==> src/rtl/spi_slave_rx.sv <==
// rtl/spi_slave_rx.sv - SPI mode-0 slave frame receiver with response shifter
// Pins are synchronised to clk, edge-detected, and one frame is captured per start.
module spi_slave_rx #(
    parameter int DATA_W      = 8,
    parameter int TIMEOUT_CYC = 1024,
    parameter int SYNC_STAGES = 2
) (
    input  logic              clk,
    input  logic              rst,
    input  logic              start,
    input  logic              sclk,
    input  logic              cs_n,
    input  logic              mosi,
    output logic              miso,
    input  logic [DATA_W-1:0] tx_data,
    output logic [DATA_W-1:0] rx_data,
    output logic              done,
    output logic              busy,
    output logic              err
);

    localparam int CW = $clog2(DATA_W + 1);
    localparam int TW = (TIMEOUT_CYC > 1) ? $clog2(TIMEOUT_CYC) : 1;

    localparam logic [CW-1:0] LAST_BIT  = CW'(DATA_W - 1);
    localparam logic [CW-1:0] FULL_CNT  = CW'(DATA_W);
    localparam logic [TW-1:0] TMO_LIMIT = TW'(TIMEOUT_CYC - 1);

    typedef enum logic [1:0] {
        S_IDLE  = 2'd0,
        S_ARMED = 2'd1,
        S_SHIFT = 2'd2,
        S_DONE  = 2'd3
    } state_t;

    state_t r_state;
    state_t w_state_nxt;

    logic [SYNC_STAGES-1:0] r_sclk_sync;
    logic [SYNC_STAGES-1:0] r_cs_sync;
    logic [SYNC_STAGES-1:0] r_mosi_sync;
    logic                   r_sclk_d;
    logic                   r_cs_d;

    logic [DATA_W-1:0] r_tx_sr;
    logic [DATA_W-1:0] r_rx_sr;
    logic [DATA_W-1:0] r_rx_data;
    logic [CW-1:0]     r_bit_cnt;
    logic [TW-1:0]     r_tcnt;
    logic              r_done;
    logic              r_err;

    logic w_sclk_s;
    logic w_cs_s;
    logic w_mosi_s;
    logic w_sclk_rise;
    logic w_sclk_fall;
    logic w_cs_rise;
    logic w_abort;
    logic w_timeout;

    assign w_sclk_s    = r_sclk_sync[SYNC_STAGES-1];
    assign w_cs_s      = r_cs_sync[SYNC_STAGES-1];
    assign w_mosi_s    = r_mosi_sync[SYNC_STAGES-1];
    assign w_sclk_rise = w_sclk_s & ~r_sclk_d;
    assign w_sclk_fall = ~w_sclk_s & r_sclk_d;
    assign w_cs_rise   = w_cs_s & ~r_cs_d;

    // Synchronisers reset to the bus idle levels so reset never fakes an edge.
    always_ff @(posedge clk) begin
        if (rst) begin
            r_sclk_sync <= '0;
            r_cs_sync   <= '1;
            r_mosi_sync <= '0;
            r_sclk_d    <= 1'b0;
            r_cs_d      <= 1'b1;
        end else begin
            r_sclk_sync <= {r_sclk_sync[SYNC_STAGES-2:0], sclk};
            r_cs_sync   <= {r_cs_sync[SYNC_STAGES-2:0], cs_n};
            r_mosi_sync <= {r_mosi_sync[SYNC_STAGES-2:0], mosi};
            r_sclk_d    <= w_sclk_s;
            r_cs_d      <= w_cs_s;
        end
    end

    always_ff @(posedge clk) begin
        if (rst) begin
            r_state <= S_IDLE;
        end else begin
            r_state <= w_state_nxt;
        end
    end

    // A rise that completes the frame wins over a simultaneous deselect.
    always_comb begin
        w_state_nxt = r_state;
        w_abort     = 1'b0;
        w_timeout   = 1'b0;
        case (r_state)
            S_IDLE: begin
                if (start) begin
                    w_state_nxt = S_ARMED;
                end
            end
            S_ARMED: begin
                if (!w_cs_s) begin
                    w_state_nxt = S_SHIFT;
                end else if (r_tcnt == TMO_LIMIT) begin
                    w_timeout   = 1'b1;
                    w_state_nxt = S_IDLE;
                end
            end
            S_SHIFT: begin
                if (w_sclk_rise && (r_bit_cnt == LAST_BIT)) begin
                    w_state_nxt = S_DONE;
                end else if (w_cs_rise) begin
                    w_abort     = 1'b1;
                    w_state_nxt = S_IDLE;
                end
            end
            S_DONE: begin
                w_state_nxt = S_IDLE;
            end
            default: begin
                w_state_nxt = S_IDLE;
            end
        endcase
    end

    always_ff @(posedge clk) begin
        if (rst) begin
            r_tx_sr   <= '0;
            r_rx_sr   <= '0;
            r_rx_data <= '0;
            r_bit_cnt <= '0;
            r_tcnt    <= '0;
            r_done    <= 1'b0;
            r_err     <= 1'b0;
        end else begin
            r_done <= 1'b0;
            r_err  <= w_abort | w_timeout;
            case (r_state)
                S_IDLE: begin
                    if (start) begin
                        r_tcnt <= '0;
                    end
                end
                S_ARMED: begin
                    if (!w_cs_s) begin
                        r_tx_sr   <= tx_data;
                        r_rx_sr   <= '0;
                        r_bit_cnt <= '0;
                    end else begin
                        r_tcnt <= r_tcnt + TW'(1);
                    end
                end
                S_SHIFT: begin
                    if (w_sclk_rise) begin
                        r_rx_sr   <= {r_rx_sr[DATA_W-2:0], w_mosi_s};
                        r_bit_cnt <= r_bit_cnt + CW'(1);
                    end
                    if (w_sclk_fall && (r_bit_cnt < FULL_CNT)) begin
                        r_tx_sr <= r_tx_sr << 1;
                    end
                end
                S_DONE: begin
                    r_rx_data <= r_rx_sr;
                    r_done    <= 1'b1;
                end
                default: begin
                    r_done <= 1'b0;
                end
            endcase
        end
    end

    assign miso    = (r_state == S_SHIFT) && !w_cs_s ? r_tx_sr[DATA_W-1] : 1'b0;
    assign rx_data = r_rx_data;
    assign done    = r_done;
    assign err     = r_err;
    assign busy    = (r_state == S_ARMED) || (r_state == S_SHIFT);

endmodule

==> config.mk <==
export PLATFORM = sky130hd
export DESIGN_NAME = spi_slave_rx
export DESIGN_NICKNAME = d
export VERILOG_FILES = /design/src/rtl/spi_slave_rx.sv
export SDC_FILE = /design/constraint.sdc
export NUM_CORES = 1
export LEC_CHECK = 0
export ABC_AREA = 1
export CAP_MARGIN = 20
export CELL_PAD_IN_SITES_DETAIL_PLACEMENT = 1
export CELL_PAD_IN_SITES_GLOBAL_PLACEMENT = 1
export CORE_UTILIZATION = 30
export DETAILED_ROUTE_END_ITERATION = 10
export HOLD_SLACK_MARGIN = 0.02
export PLACE_DENSITY = 0.75
export SYNTH_ARGS = -nofsm -noshare
export SYNTH_HDL_FRONTEND = slang
export SYNTH_SLANG_ARGS = --single-unit
==> constraint.sdc <==
create_clock -name clk -period 1.5 [get_ports clk]
set_input_delay 0.15 -clock clk [delete_from_list [all_inputs] [get_ports clk]]
set_output_delay 0.15 -clock clk [all_outputs]
set_load 0.01 [all_outputs]
==> results.md <==
- Outcome: finished, final reports clean
- Overall power consumption: 4.24 mW
- CTS H-Tree Depth: 2
- RSZ-0062 raised after global routing: true
- Hold Fails Final Rpt: 0
- Final-report max-slew violation count: 0
- Die area: around 0.0075 mm2
- Leak: 1.23 nW
- Final net count: 359
- Initial detailed-routing violation count: 35
- Mapped Area: 0.00214 mm2
- Worst-skew pair later-pin latency: ~0.32 ns
- Seq. cell area: 0.00101 mm2
- Starting Density: 31.3%
- Post-synthesis sequential area ratio: 46.9%
- Die width: 86.4 um
- Setup Viol. Count Final: 0
- Final worst slack: about 0.028 ns
- Multi-input logic area: 0.00106 mm2
- # port buffers: 25
- Setup Skew: 0.0146 ns
- Core Area: between 0.006 and 0.007 mm2
- Critical hold path startpoint: sclk
- Critical Path RT: 1.76 ns
- DR WL/cell: roughly 12 um
- Syn nets: between 300 and 400
- All-layer global routing usage: 15.1%
- Yosys reg bits: 50
- Share of layout cells above drive strength 1: 20.1%
- Total of max-cap violations: 0
- Area growth, synth to finish: 33.9%
- CTS sink cnt: 50
- Library cells used by synthesis: 22
- Fin crit share: between 90 and 100%
- Switch share: 37.4%
- GR Overflow Total: 0
- Die span in y: 86.4 um
- Drt first pass iters: 4
- # IOs: 26
- Clock transition at path regs: 0.11 ns
- Reg2reg setup slack: approximately 0.028 ns
- Via density: 4.56
- Measured slew at the worst slew-check pin: 0.346 ns
- DP Cell Count: 424
- HP Class: in2reg
- Crit Path Class: reg2reg
- Sw power: approximately 1.6 mW
- CTS tree: done
- Combinational share of power: about 40%
- Hold Crit Depth: 3
- Pint: 2.65 mW
- Worst vdd ir: 0.449 mV
- Total number of vias: roughly 2000
- Setup WS pre-CTS: -0.195 ns
- Clk network pwr share: 20.7%
- YS warnings: 0
- Fmax: 679 MHz
- Syn avg cell area: 7.34 um2
- Dominant synthesized flop cell: dfxtp_1
- Sequential power share: 38.5%
- Startpoint types: register
- CP max FO: 4
- HPWL Detailed: 3740 um
- Hold Path End: r_sclk_sync[0]
- R2R Path Start: r_state[0]
- Largest net degree at the start of global routing: 22
- Normalized max-slew margin: 76.7%
- CTS Buf Count: 5
- Placer Congestion: around 0.77
- WHS: 0.366 ns
- Post-route setup TNS: 0 ns
- Routed Antenna Nets: 0
- Final std cells w/o fill: approximately 440
- Antenna cells: 0
- Critical path capture point type: register
- Vias in the first global route: 1953
- Min cycle time layout: ~1.5 ns
- DRC viols: 0
- Clk root buf: clkbuf_8
- Final wirelength: 5390 um
- Floorplan row count: 30
- Number of cells on the worst reg-to-reg path: 9
- Post-synth EDFFs: 0
- Critical path arrival: approximately 1.7 ns
- Initial antenna violation count: 0
- Pwr dens: approximately 1500 mW/mm2
- RR Endpoint: r_tcnt[5]
- First-pass GRT wire length: 8840 um
- Clock Path Buffers: 2
- Cells after Synth: 291
- Filler cells: 860
- Fraction of registers with async set/reset: 0%
-- state kept, by name (all words and copies together), names as in the netlist --
| name | cells |
|---|---|
| r_sclk_sync | 2 |
| r_tcnt | 10 |
| r_mosi_sync | 2 |
| rx_data | 8 |
| r_tx_sr | 8 |
| r_sclk_d | 1 |
| r_bit_cnt | 4 |
| done | 1 |
| r_cs_d | 1 |
| err | 1 |
| r_cs_sync | 2 |
| r_state | 2 |
| r_rx_sr | 8 |
-- cells in the mapped netlist, types with 2 or more instances --
cell type / n / area share [%]
nor3_1: 2 / 0.47
nand3_1: 27 / 6.3
clkbuf_1: 6 / 1.1
or2_2: 2 / 0.59
nor2_1: 45 / 7.9
a21oi_1: 20 / 4.7
inv_2: 3 / 0.53
buf_4: 2 / 0.70
o21ai_0: 17 / 4.0
nand2_1: 67 / 12
ha_1: 7 / 4.1
o211a_1: 7 / 3.3
dfxtp_1: 50 / 47
inv_1: 28 / 4.9
-- layer usage --
metal / GRT usage [%] / up-vias / part of all wire, % / routed length (um)
met1: 18.2 / 942 / 46 / 2460
met2: 26.6 / 16 / 51 / 2750
li1: - / 1020 / - / -
met3: 3.14 / 7 / 2.0 / 110
met4: 5.00 / 0 / 1.2 / 67
met5: 0 / - / 0 / 0
-- layout make-up --
type | count | share of cell area [%]
inverters | 32 | 4.64
repair buffers | 49 | 15.3
well taps | 96 | 4.20
clock buffers | 5 | 2.41
multi-input cells | 200 | 37.1
clock inverters | 3 | 1.01
flip-flops and latches | 50 | 35.4
-- worst max-delay path by stage --
| stage | from | end | slack, ns | cells past startpoint |
|---|---|---|---|---|
| 3_3_place_gp | r_state[1] | r_tcnt[6] | -0.13 | 8 |
| 2_1_floorplan | r_state[1] | r_tx_sr[1] | 0.03 | 8 |
| 6_report | r_state[0] | r_tcnt[5] | 0.03 | 9 |
| 3_5_place_dp | r_state[1] | r_tcnt[5] | -0.20 | 8 |
| 5_1_grt | r_state[0] | r_tcnt[5] | -0.05 | 9 |
| 4_1_cts | r_state[0] | miso | -0.00008 | 5 |
-- cell families (layout without fill, tap and decap cells) --
logic type	count (synthesis)	count (layout)	synth area share, %
adders and majority gates	7	7	4.10
buffers and inverters	41	89	7.61
AOI/OAI and AO/OA	46	46	12.9
and+or+nand+nor	147	147	28.5
DFF	50	50	46.9
-- power groups by stage --
| stage | clock network [mW] | registers [mW] | logic (mW) |
|---|---|---|---|
| after floorplan | 0 | 1.62 | 0.826 |
| after global placement | 0 | 1.61 | 1.45 |
| after detailed placement | 0 | 1.62 | 1.49 |
| after CTS | 0.912 | 1.62 | 1.58 |
| after global routing | 0.963 | 1.65 | 1.93 |
| final | 0.877 | 1.63 | 1.73 |
-- stage by stage --
step | utilization (%) | area (um2)
6_report | 41.9 | 2860
5_1_grt | 41.9 | 2860
3_5_place_dp | 38.6 | 2630
2_1_floorplan | - | 2140
4_1_cts | 40.7 | 2780
3_3_place_gp | 38.6 | 2630
-- what timing repair did --
action                     4_1_cts  5_1_grt
resized for setup               19       28
pin swaps                        1        4
setup buffers                    1        2
hold buffers                     0        0
setup endpoints to repair       32       32
-- critical path: stages, from the launching register on --
cell and delay, ns:
dfxtp_4 0.38, inv_4 0.07, ha_2 0.18, inv_1 0.05, nand2_2 0.09, nand3_4 0.12
inv_4 0.09, nand2_4 0.06, or2_1 0.24, a21oi_2 0.14
-- placed cells by master, fill, tap and decap left out, drive strengths merged, types with 5 or more instances in the layout --
cell type	netlist	routed
ha	7	7
nand3	28	28
clkbuf	6	5
inv	31	32
o211a	7	7
dfxtp	50	50
nand2	67	67
a21oi	20	20
nor2	45	45
o21ai	18	18
clkdlybuf4s50	0	23
buf	3	25
Note: power is estimated with default switching activity, not from simulation.
